File: config.mk
export PLATFORM = sky130hd
export DESIGN_NAME = jno_branch_ctrl_flat
export DESIGN_NICKNAME = d
export VERILOG_FILES = /design/src/rtl/jno_branch_ctrl_pkg.sv /design/src/rtl/jno_branch_ctrl_if.sv /design/src/rtl/jno_pend_counter.sv /design/src/rtl/jno_branch_ctrl.sv /design/src/flat_wrapper.sv
export SDC_FILE = /design/constraint.sdc
export NUM_CORES = 1
export LEC_CHECK = 0
export BUFFER_PORTS_ARGS = -buffer_cell sky130_fd_sc_hd__clkbuf_2
export CORE_MARGIN = 2
export CORE_UTILIZATION = 51
export DETAILED_ROUTE_END_ITERATION = 6
export GPL_TIMING_DRIVEN = 0
export PLACE_DENSITY = 0.79
export SLEW_MARGIN = 30
export SYNTH_ARGS = -nofsm -noshare
export SYNTH_HDL_FRONTEND = slang
export SYNTH_SLANG_ARGS = --single-unit
export TNS_END_PERCENT = 100
File: constraint.sdc
create_clock -name clk -period 2.4 [get_ports clk]
set_clock_uncertainty 0.05 [all_clocks]
set_input_delay 0.12 -clock clk [delete_from_list [all_inputs] [get_ports clk]]
set_output_delay 0.12 -clock clk [all_outputs]
set_load 0.05 [all_outputs]
File: src/rtl/jno_branch_ctrl_pkg.sv
// Shared constants for the jump-if-no-overflow controller: instruct codes,
// FSM state encoding and default widths.
package jno_branch_ctrl_pkg;

  localparam int JNO_PC_W   = 8;
  localparam int JNO_OFFS_W = 8;
  localparam int JNO_CNT_W  = 2;

  // 2'b11 belongs to the downstream override and is never driven here.
  typedef enum logic [1:0] {
    INSTR_SEQ   = 2'b00,
    INSTR_STALL = 2'b01,
    INSTR_TAKEN = 2'b10,
    INSTR_RSVD  = 2'b11
  } instr_t;

  typedef enum logic [1:0] {
    ST_IDLE  = 2'b00,
    ST_WAIT  = 2'b01,
    ST_ISSUE = 2'b10
  } state_t;

endpackage

File: src/rtl/jno_branch_ctrl_if.sv
// Bundle of the ALU, decoder and fetch-redirect signals of the JNO controller.
// Handshakes: a transfer happens on a rising edge where valid and ready are both 1;
// the producer holds its payload stable while valid=1 and ready=0.
interface jno_branch_ctrl_if
  import jno_branch_ctrl_pkg::*;
#(
  parameter int PC_W   = JNO_PC_W,
  parameter int OFFS_W = JNO_OFFS_W
);
  logic              flush;
  logic              alu_issue;
  logic              alu_ready;
  logic              flag_we;
  logic              ovf_in;
  logic              dec_valid;
  logic              dec_is_jno;
  logic [PC_W-1:0]   dec_pc;
  logic [OFFS_W-1:0] dec_offset;
  logic              dec_ready;
  logic [1:0]        instruct_from_jno;
  logic              redirect_valid;
  logic [PC_W-1:0]   redirect_pc;
  logic              redirect_ready;
  state_t            dbg_state;

  modport slave (
    input  flush, alu_issue, flag_we, ovf_in, dec_valid, dec_is_jno,
           dec_pc, dec_offset, redirect_ready,
    output alu_ready, dec_ready, instruct_from_jno, redirect_valid,
           redirect_pc, dbg_state
  );

  modport master (
    output flush, alu_issue, flag_we, ovf_in, dec_valid, dec_is_jno,
           dec_pc, dec_offset, redirect_ready,
    input  alu_ready, dec_ready, instruct_from_jno, redirect_valid,
           redirect_pc, dbg_state
  );
endinterface

File: src/rtl/jno_pend_counter.sv
// Saturating up/down counter of ALU ops still owing an overflow-flag write.
// Also exposes the post-update value so the FSM can resolve in the same cycle.
module jno_pend_counter #(
    parameter int CNT_W = 2
) (
    input  logic             clk,
    input  logic             reset_n,
    input  logic             i_inc,
    input  logic             i_dec,
    output logic [CNT_W-1:0] o_cnt_next,
    output logic             o_full
);
    localparam logic [CNT_W-1:0] CNT_MAX = '1;

    logic [CNT_W-1:0] r_cnt;
    logic [CNT_W-1:0] w_cnt_next;

    // Simultaneous inc and dec cancel; both ends clamp instead of wrapping.
    always_comb begin
        w_cnt_next = r_cnt;
        if (i_inc && !i_dec && (r_cnt != CNT_MAX))
            w_cnt_next = r_cnt + CNT_W'(1);
        else if (i_dec && !i_inc && (r_cnt != '0))
            w_cnt_next = r_cnt - CNT_W'(1);
    end

    always_ff @(posedge clk or negedge reset_n) begin
        if (!reset_n) r_cnt <= '0;
        else          r_cnt <= w_cnt_next;
    end

    assign o_cnt_next = w_cnt_next;
    assign o_full     = (r_cnt == CNT_MAX);
endmodule

File: src/rtl/jno_branch_ctrl.sv
// Holds a decoded JNO until the overflow flag is final, then either drops it
// or issues the jump target to fetch as a redirect.
module jno_branch_ctrl
  import jno_branch_ctrl_pkg::*;
#(
    parameter int PC_W   = JNO_PC_W,
    parameter int OFFS_W = JNO_OFFS_W,
    parameter int CNT_W  = JNO_CNT_W
) (
    input  logic              clk,
    input  logic              reset_n,
    jno_branch_ctrl_if.slave  bus
);
    state_t            r_state;
    state_t            w_state_next;
    logic              r_ovf;
    logic              w_ovf_next;
    logic [PC_W-1:0]   r_cap_pc;
    logic [OFFS_W-1:0] r_cap_off;
    logic [PC_W-1:0]   w_target;
    logic [CNT_W-1:0]  w_pend_next;
    logic              w_pend_full;
    logic              w_pend_clear;
    logic              w_accept_jno;

    jno_pend_counter #(.CNT_W(CNT_W)) u_pend (
        .clk        (clk),
        .reset_n    (reset_n),
        .i_inc      (bus.alu_issue),
        .i_dec      (bus.flag_we),
        .o_cnt_next (w_pend_next),
        .o_full     (w_pend_full)
    );

    // The flag value as it will stand after this edge, so a same-cycle write resolves at once.
    assign w_ovf_next   = bus.flag_we ? bus.ovf_in : r_ovf;
    assign w_pend_clear = (w_pend_next == '0);
    assign w_accept_jno = bus.dec_valid && bus.dec_ready && bus.dec_is_jno && !bus.flush;
    assign w_target     = r_cap_pc + PC_W'($signed(r_cap_off));

    always_ff @(posedge clk or negedge reset_n) begin
        if (!reset_n) r_state <= ST_IDLE;
        else          r_state <= w_state_next;
    end

    always_ff @(posedge clk or negedge reset_n) begin
        if (!reset_n) begin
            r_ovf     <= 1'b0;
            r_cap_pc  <= '0;
            r_cap_off <= '0;
        end else begin
            r_ovf <= w_ovf_next;
            if (w_accept_jno) begin
                r_cap_pc  <= bus.dec_pc;
                r_cap_off <= bus.dec_offset;
            end
        end
    end

    always_comb begin
        w_state_next = r_state;
        if (bus.flush) begin
            w_state_next = ST_IDLE;
        end else begin
            case (r_state)
                ST_IDLE: begin
                    if (w_accept_jno) begin
                        if (!w_pend_clear)   w_state_next = ST_WAIT;
                        else if (!w_ovf_next) w_state_next = ST_ISSUE;
                    end
                end
                ST_WAIT: begin
                    if (w_pend_clear) w_state_next = w_ovf_next ? ST_IDLE : ST_ISSUE;
                end
                ST_ISSUE: begin
                    if (bus.redirect_ready) w_state_next = ST_IDLE;
                end
                default: w_state_next = ST_IDLE;
            endcase
        end
    end

    always_comb begin
        bus.dec_ready         = 1'b0;
        bus.instruct_from_jno = INSTR_SEQ;
        bus.redirect_valid    = 1'b0;
        bus.redirect_pc       = '0;
        case (r_state)
            ST_IDLE:  bus.dec_ready = 1'b1;
            ST_WAIT:  bus.instruct_from_jno = INSTR_STALL;
            ST_ISSUE: begin
                bus.instruct_from_jno = INSTR_TAKEN;
                bus.redirect_valid    = 1'b1;
                bus.redirect_pc       = w_target;
            end
            default: bus.dec_ready = 1'b1;
        endcase
    end

    assign bus.alu_ready = !w_pend_full;
    assign bus.dbg_state = r_state;
endmodule

File: src/flat_wrapper.sv
// flat-port wrapper written by rule: the top's interface ports become plain ports
module jno_branch_ctrl_flat import jno_branch_ctrl_pkg::*;
#(
    parameter int PC_W   = JNO_PC_W,
    parameter int OFFS_W = JNO_OFFS_W,
    parameter int CNT_W  = JNO_CNT_W
)
  (clk, reset_n, bus_flush, bus_alu_issue, bus_flag_we, bus_ovf_in, bus_dec_valid, bus_dec_is_jno, bus_dec_pc, bus_dec_offset, bus_redirect_ready, bus_alu_ready, bus_dec_ready, bus_instruct_from_jno, bus_redirect_valid, bus_redirect_pc, bus_dbg_state);
  jno_branch_ctrl_if #(.PC_W(PC_W), .OFFS_W(OFFS_W)) bus_i ();
  input  logic clk;
  input  logic reset_n;
  input wire logic [$bits(bus_i.flush)-1:0] bus_flush;
  input wire logic [$bits(bus_i.alu_issue)-1:0] bus_alu_issue;
  input wire logic [$bits(bus_i.flag_we)-1:0] bus_flag_we;
  input wire logic [$bits(bus_i.ovf_in)-1:0] bus_ovf_in;
  input wire logic [$bits(bus_i.dec_valid)-1:0] bus_dec_valid;
  input wire logic [$bits(bus_i.dec_is_jno)-1:0] bus_dec_is_jno;
  input wire logic [$bits(bus_i.dec_pc)-1:0] bus_dec_pc;
  input wire logic [$bits(bus_i.dec_offset)-1:0] bus_dec_offset;
  input wire logic [$bits(bus_i.redirect_ready)-1:0] bus_redirect_ready;
  output wire logic [$bits(bus_i.alu_ready)-1:0] bus_alu_ready;
  output wire logic [$bits(bus_i.dec_ready)-1:0] bus_dec_ready;
  output wire logic [$bits(bus_i.instruct_from_jno)-1:0] bus_instruct_from_jno;
  output wire logic [$bits(bus_i.redirect_valid)-1:0] bus_redirect_valid;
  output wire logic [$bits(bus_i.redirect_pc)-1:0] bus_redirect_pc;
  output wire logic [$bits(bus_i.dbg_state)-1:0] bus_dbg_state;
  assign bus_i.flush = bus_flush;
  assign bus_i.alu_issue = bus_alu_issue;
  assign bus_i.flag_we = bus_flag_we;
  assign bus_i.ovf_in = bus_ovf_in;
  assign bus_i.dec_valid = bus_dec_valid;
  assign bus_i.dec_is_jno = bus_dec_is_jno;
  assign bus_i.dec_pc = bus_dec_pc;
  assign bus_i.dec_offset = bus_dec_offset;
  assign bus_i.redirect_ready = bus_redirect_ready;
  assign bus_alu_ready = bus_i.alu_ready;
  assign bus_dec_ready = bus_i.dec_ready;
  assign bus_instruct_from_jno = bus_i.instruct_from_jno;
  assign bus_redirect_valid = bus_i.redirect_valid;
  assign bus_redirect_pc = bus_i.redirect_pc;
  assign bus_dbg_state = bus_i.dbg_state;
  jno_branch_ctrl #(.PC_W(PC_W), .OFFS_W(OFFS_W), .CNT_W(CNT_W)) u_core (.clk(clk), .reset_n(reset_n), .bus(bus_i));
endmodule
==> flow_summary.toml <==
[place]
post-dp-hpwl_mm = 2.49
placement.cell_area_um2 = 1670
gp_congestion = 0.873
port_buffers = 39
post-place-ws_ps = -49.5

[timing]
finalHoldViolCount = 0
timing.final.setup_violations = 0
worst_slew_pin_slew_ps = 550
fin_crit_ps = 2300
max-slew-margin-rel = 0.633
timing.hold.ws_ps = 11.4
timing.fmax_mhz = 434
drv_slew = 0
timing.final.crit_share = 0.959
layout_setup_ws_ps = 97.3

[worst_setup_path]
reg2reg_depth = 6
critical_path_required_ps = 2230
element_type_at_the_critical_path_end = "output pin"
cp_max_fo = 3
rr_endpoint = "u_core.bus.dbg_state[1]$_DFFE_PN0P_"
start_kind = "register"
ws_path_type = "register to output pin"
setup_slack_reg_to_reg_ps = 340
timing.critical_path.arrival_ps = 2130
timing.critical_path.to = "bus_redirect_pc[7]"
worst_setup_path_startpoint = "u_core.r_cap_pc[1]$_DFFE_PN0P_"
rr_startpoint = "u_core.bus.dbg_state[0]$_DFFE_PN0P_"

[yosys]
portion_of_synthesized_cell_area_occupied_by_the_leading_cell_type = 0.377
seq_area_frac_synth = 0.377
synth_top_cell_by_area = "sky130_fd_sc_hd__dfrtp_1"
postSynthAreaPerCell_um2 = 8.40
synth-edff-count = 0
netlist_top_cells_count = "51 x sky130_fd_sc_hd__nand2_1, 21 x sky130_fd_sc_hd__dfrtp_1, 13 x sky130_fd_sc_hd__ha_1"
yosys.cell_count.top_type = "sky130_fd_sc_hd__nand2_1"
synth_area_um2 = 1390
netlist_instances = 166
yosys_register_bits = 21
postSynthNetCount = 205
ys_dominant_reg_cell = "sky130_fd_sc_hd__dfrtp_1"
synth.top_cells.by_area = "sky130_fd_sc_hd__dfrtp_1 38%, sky130_fd_sc_hd__nand2_1 14%, sky130_fd_sc_hd__ha_1 12%"
asyncSetResetFlopFracSynth = 1.00
netlist-cell-type-count = 41
synth_warnings = 0

[job]
timing.max_cap.violations = 0

[clocking]
clk_latency_ps = 300
cts_max_path_buffers = 2
cts_tree = "built"
cts.sinks = 21
cts_made_buffers = 3
root_buffer = "sky130_fd_sc_hd__clkbuf_4"
htree_levels = 1
worst_setup_hold_path_clk_slew_ps = 110

[die]
floorplan.initialDensity = 0.548
dieHeight_um = 56.3
io_pins = 40
die_w_um = 56.3
die-area_um2 = 3170
core_area_um2 = 2540
rows = 18

[routing]
antenna_left = 0
drc = 0
route.detailed.wl_per_inst_um = 13.6
first_iter_violations = 51
vias_per_cell = 5.42
num_vias = 1398
firstDrtPassIters = 4
routed_wirelength_mm = 3.50

[finish]
num-nets-final = 268
antenna-diode-count = 0
post_route_cells_drive_above_1_share = 0.289
finish.instance_area_um2 = 1950
fill_cells = 186
multiInputGateArea_um2 = 873
final_core_utilization = 0.765
seq_area_um2 = 527
area_growth_syn_to_layout_pct = 39.8

[power]
power-per-cell-area_nw_per_um2 = 768
max_vdd_drop_mv = 0.574
power_w = 0.00150
cellLeakagePower_nw = 1.00

[global_route]
via_count_of_the_first_global_routing_pass = 1354
grt_antenna_before_repair = 0
track_usage = 0.234
globalRouteOverflowTotal = 0
grt_pass1_wl_mm = 5.93
largest_net_degree_at_the_start_of_global_routing = 22

[status]
status = "completed"

[hold_path]
timing.hold.worst.class = "input pin to register"
## critical path, stage by stage (launching register included)
cell and delay [ps]:
sky130_fd_sc_hd__dfrtp_2 450, sky130_fd_sc_hd__ha_1 310, sky130_fd_sc_hd__a211oi_2 290, sky130_fd_sc_hd__o21bai_2 130, sky130_fd_sc_hd__o22ai_2 210, sky130_fd_sc_hd__mux2i_4 270
sky130_fd_sc_hd__buf_6 180
## cells in the final DEF (no fill, tap or decap), types with 3 or more instances in the layout
| cell type | synthesis | layout |
|---|---|---|
| sky130_fd_sc_hd__clkbuf_2 | 0 | 35 |
| sky130_fd_sc_hd__nor2b_1 | 3 | 3 |
| sky130_fd_sc_hd__ha_1 | 13 | 11 |
| sky130_fd_sc_hd__buf_4 | 1 | 4 |
| sky130_fd_sc_hd__inv_1 | 11 | 11 |
| sky130_fd_sc_hd__nor2_1 | 7 | 6 |
| sky130_fd_sc_hd__buf_2 | 3 | 4 |
| sky130_fd_sc_hd__o21ai_0 | 7 | 7 |
| sky130_fd_sc_hd__nor3b_1 | 3 | 3 |
| sky130_fd_sc_hd__dlygate4sd3_1 | 0 | 17 |
| sky130_fd_sc_hd__dfrtp_1 | 21 | 20 |
| sky130_fd_sc_hd__nand2_1 | 51 | 51 |
| sky130_fd_sc_hd__and2_1 | 3 | 3 |
| sky130_fd_sc_hd__clkbuf_4 | 0 | 3 |
## where the power goes
part	internal [W]	switching (W)	total, W
combinational	0.000333	0.000477	0.000809
sequential	0.000445	0.0000702	0.000515
clock	0.0000648	0.000107	0.000172
## what timing repair did
action,in CTS,in global routing
endpoints found under the hold margin,37,0
hold buffers,17,0
resized for setup,10,9
buffers inserted,1,2
pin swaps,1,3
setup endpoints to repair,4,4
## kinds of logic after synthesis
group                      share of synthesized area
and+or+nand+nor                                0.247
AOI/OAI and AO/OA                              0.143
DFF                                            0.377
buffers and inverters                         0.0539
adders and majority gates                      0.131
muxes                                         0.0296
xor gates and xnor gates                      0.0189
## final cells by class
| class | count | share of cell area |
|---|---|---|
| multi-input combinational | 127 | 0.448 |
| sequential | 21 | 0.270 |
| timing repair buffer | 59 | 0.212 |
| inverter | 12 | 0.0231 |
| tap | 30 | 0.0193 |
| clock buffer | 4 | 0.0135 |
| buffer | 5 | 0.0135 |
## per-stage QoR
step	TNS, ps	std cells
final	0	258
after floorplan	0	166
after global routing	-18.4	258
after detailed placement	-49.5	235
after global placement	0	235
after CTS	0	256
## per-layer routing
layer	part of all wire	global-route usage	vias up
met5	0	0	-
met3	0.038	0.0230	6
met4	0.015	0.0714	0
li1	-	-	683
met1	0.42	0.295	672
met2	0.52	0.420	37
## state kept, by name, summed over array words and instances (netlist names)
signal	flops
u_core.bus.dbg_state	2
u_core.r_cap_off	8
u_core.r_cap_pc	8
u_core.r_ovf	1
u_core.u_pend.r_cnt	2
## worst min-delay path by stage
stage / from / end / cells past startpoint
2_1_floorplan: reset_n / u_core.bus.dbg_state[0]$_DFFE_PN0P_ / 0
3_3_place_gp: reset_n / u_core.r_cap_off[7]$_DFFE_PN0P_ / 1
3_5_place_dp: reset_n / u_core.r_cap_off[7]$_DFFE_PN0P_ / 1
4_1_cts: bus_flush / u_core.bus.dbg_state[0]$_DFFE_PN0P_ / 2
5_1_grt: bus_flush / u_core.bus.dbg_state[0]$_DFFE_PN0P_ / 2
6_report: bus_flush / u_core.bus.dbg_state[0]$_DFFE_PN0P_ / 2
(Power assumes the default switching activity.)
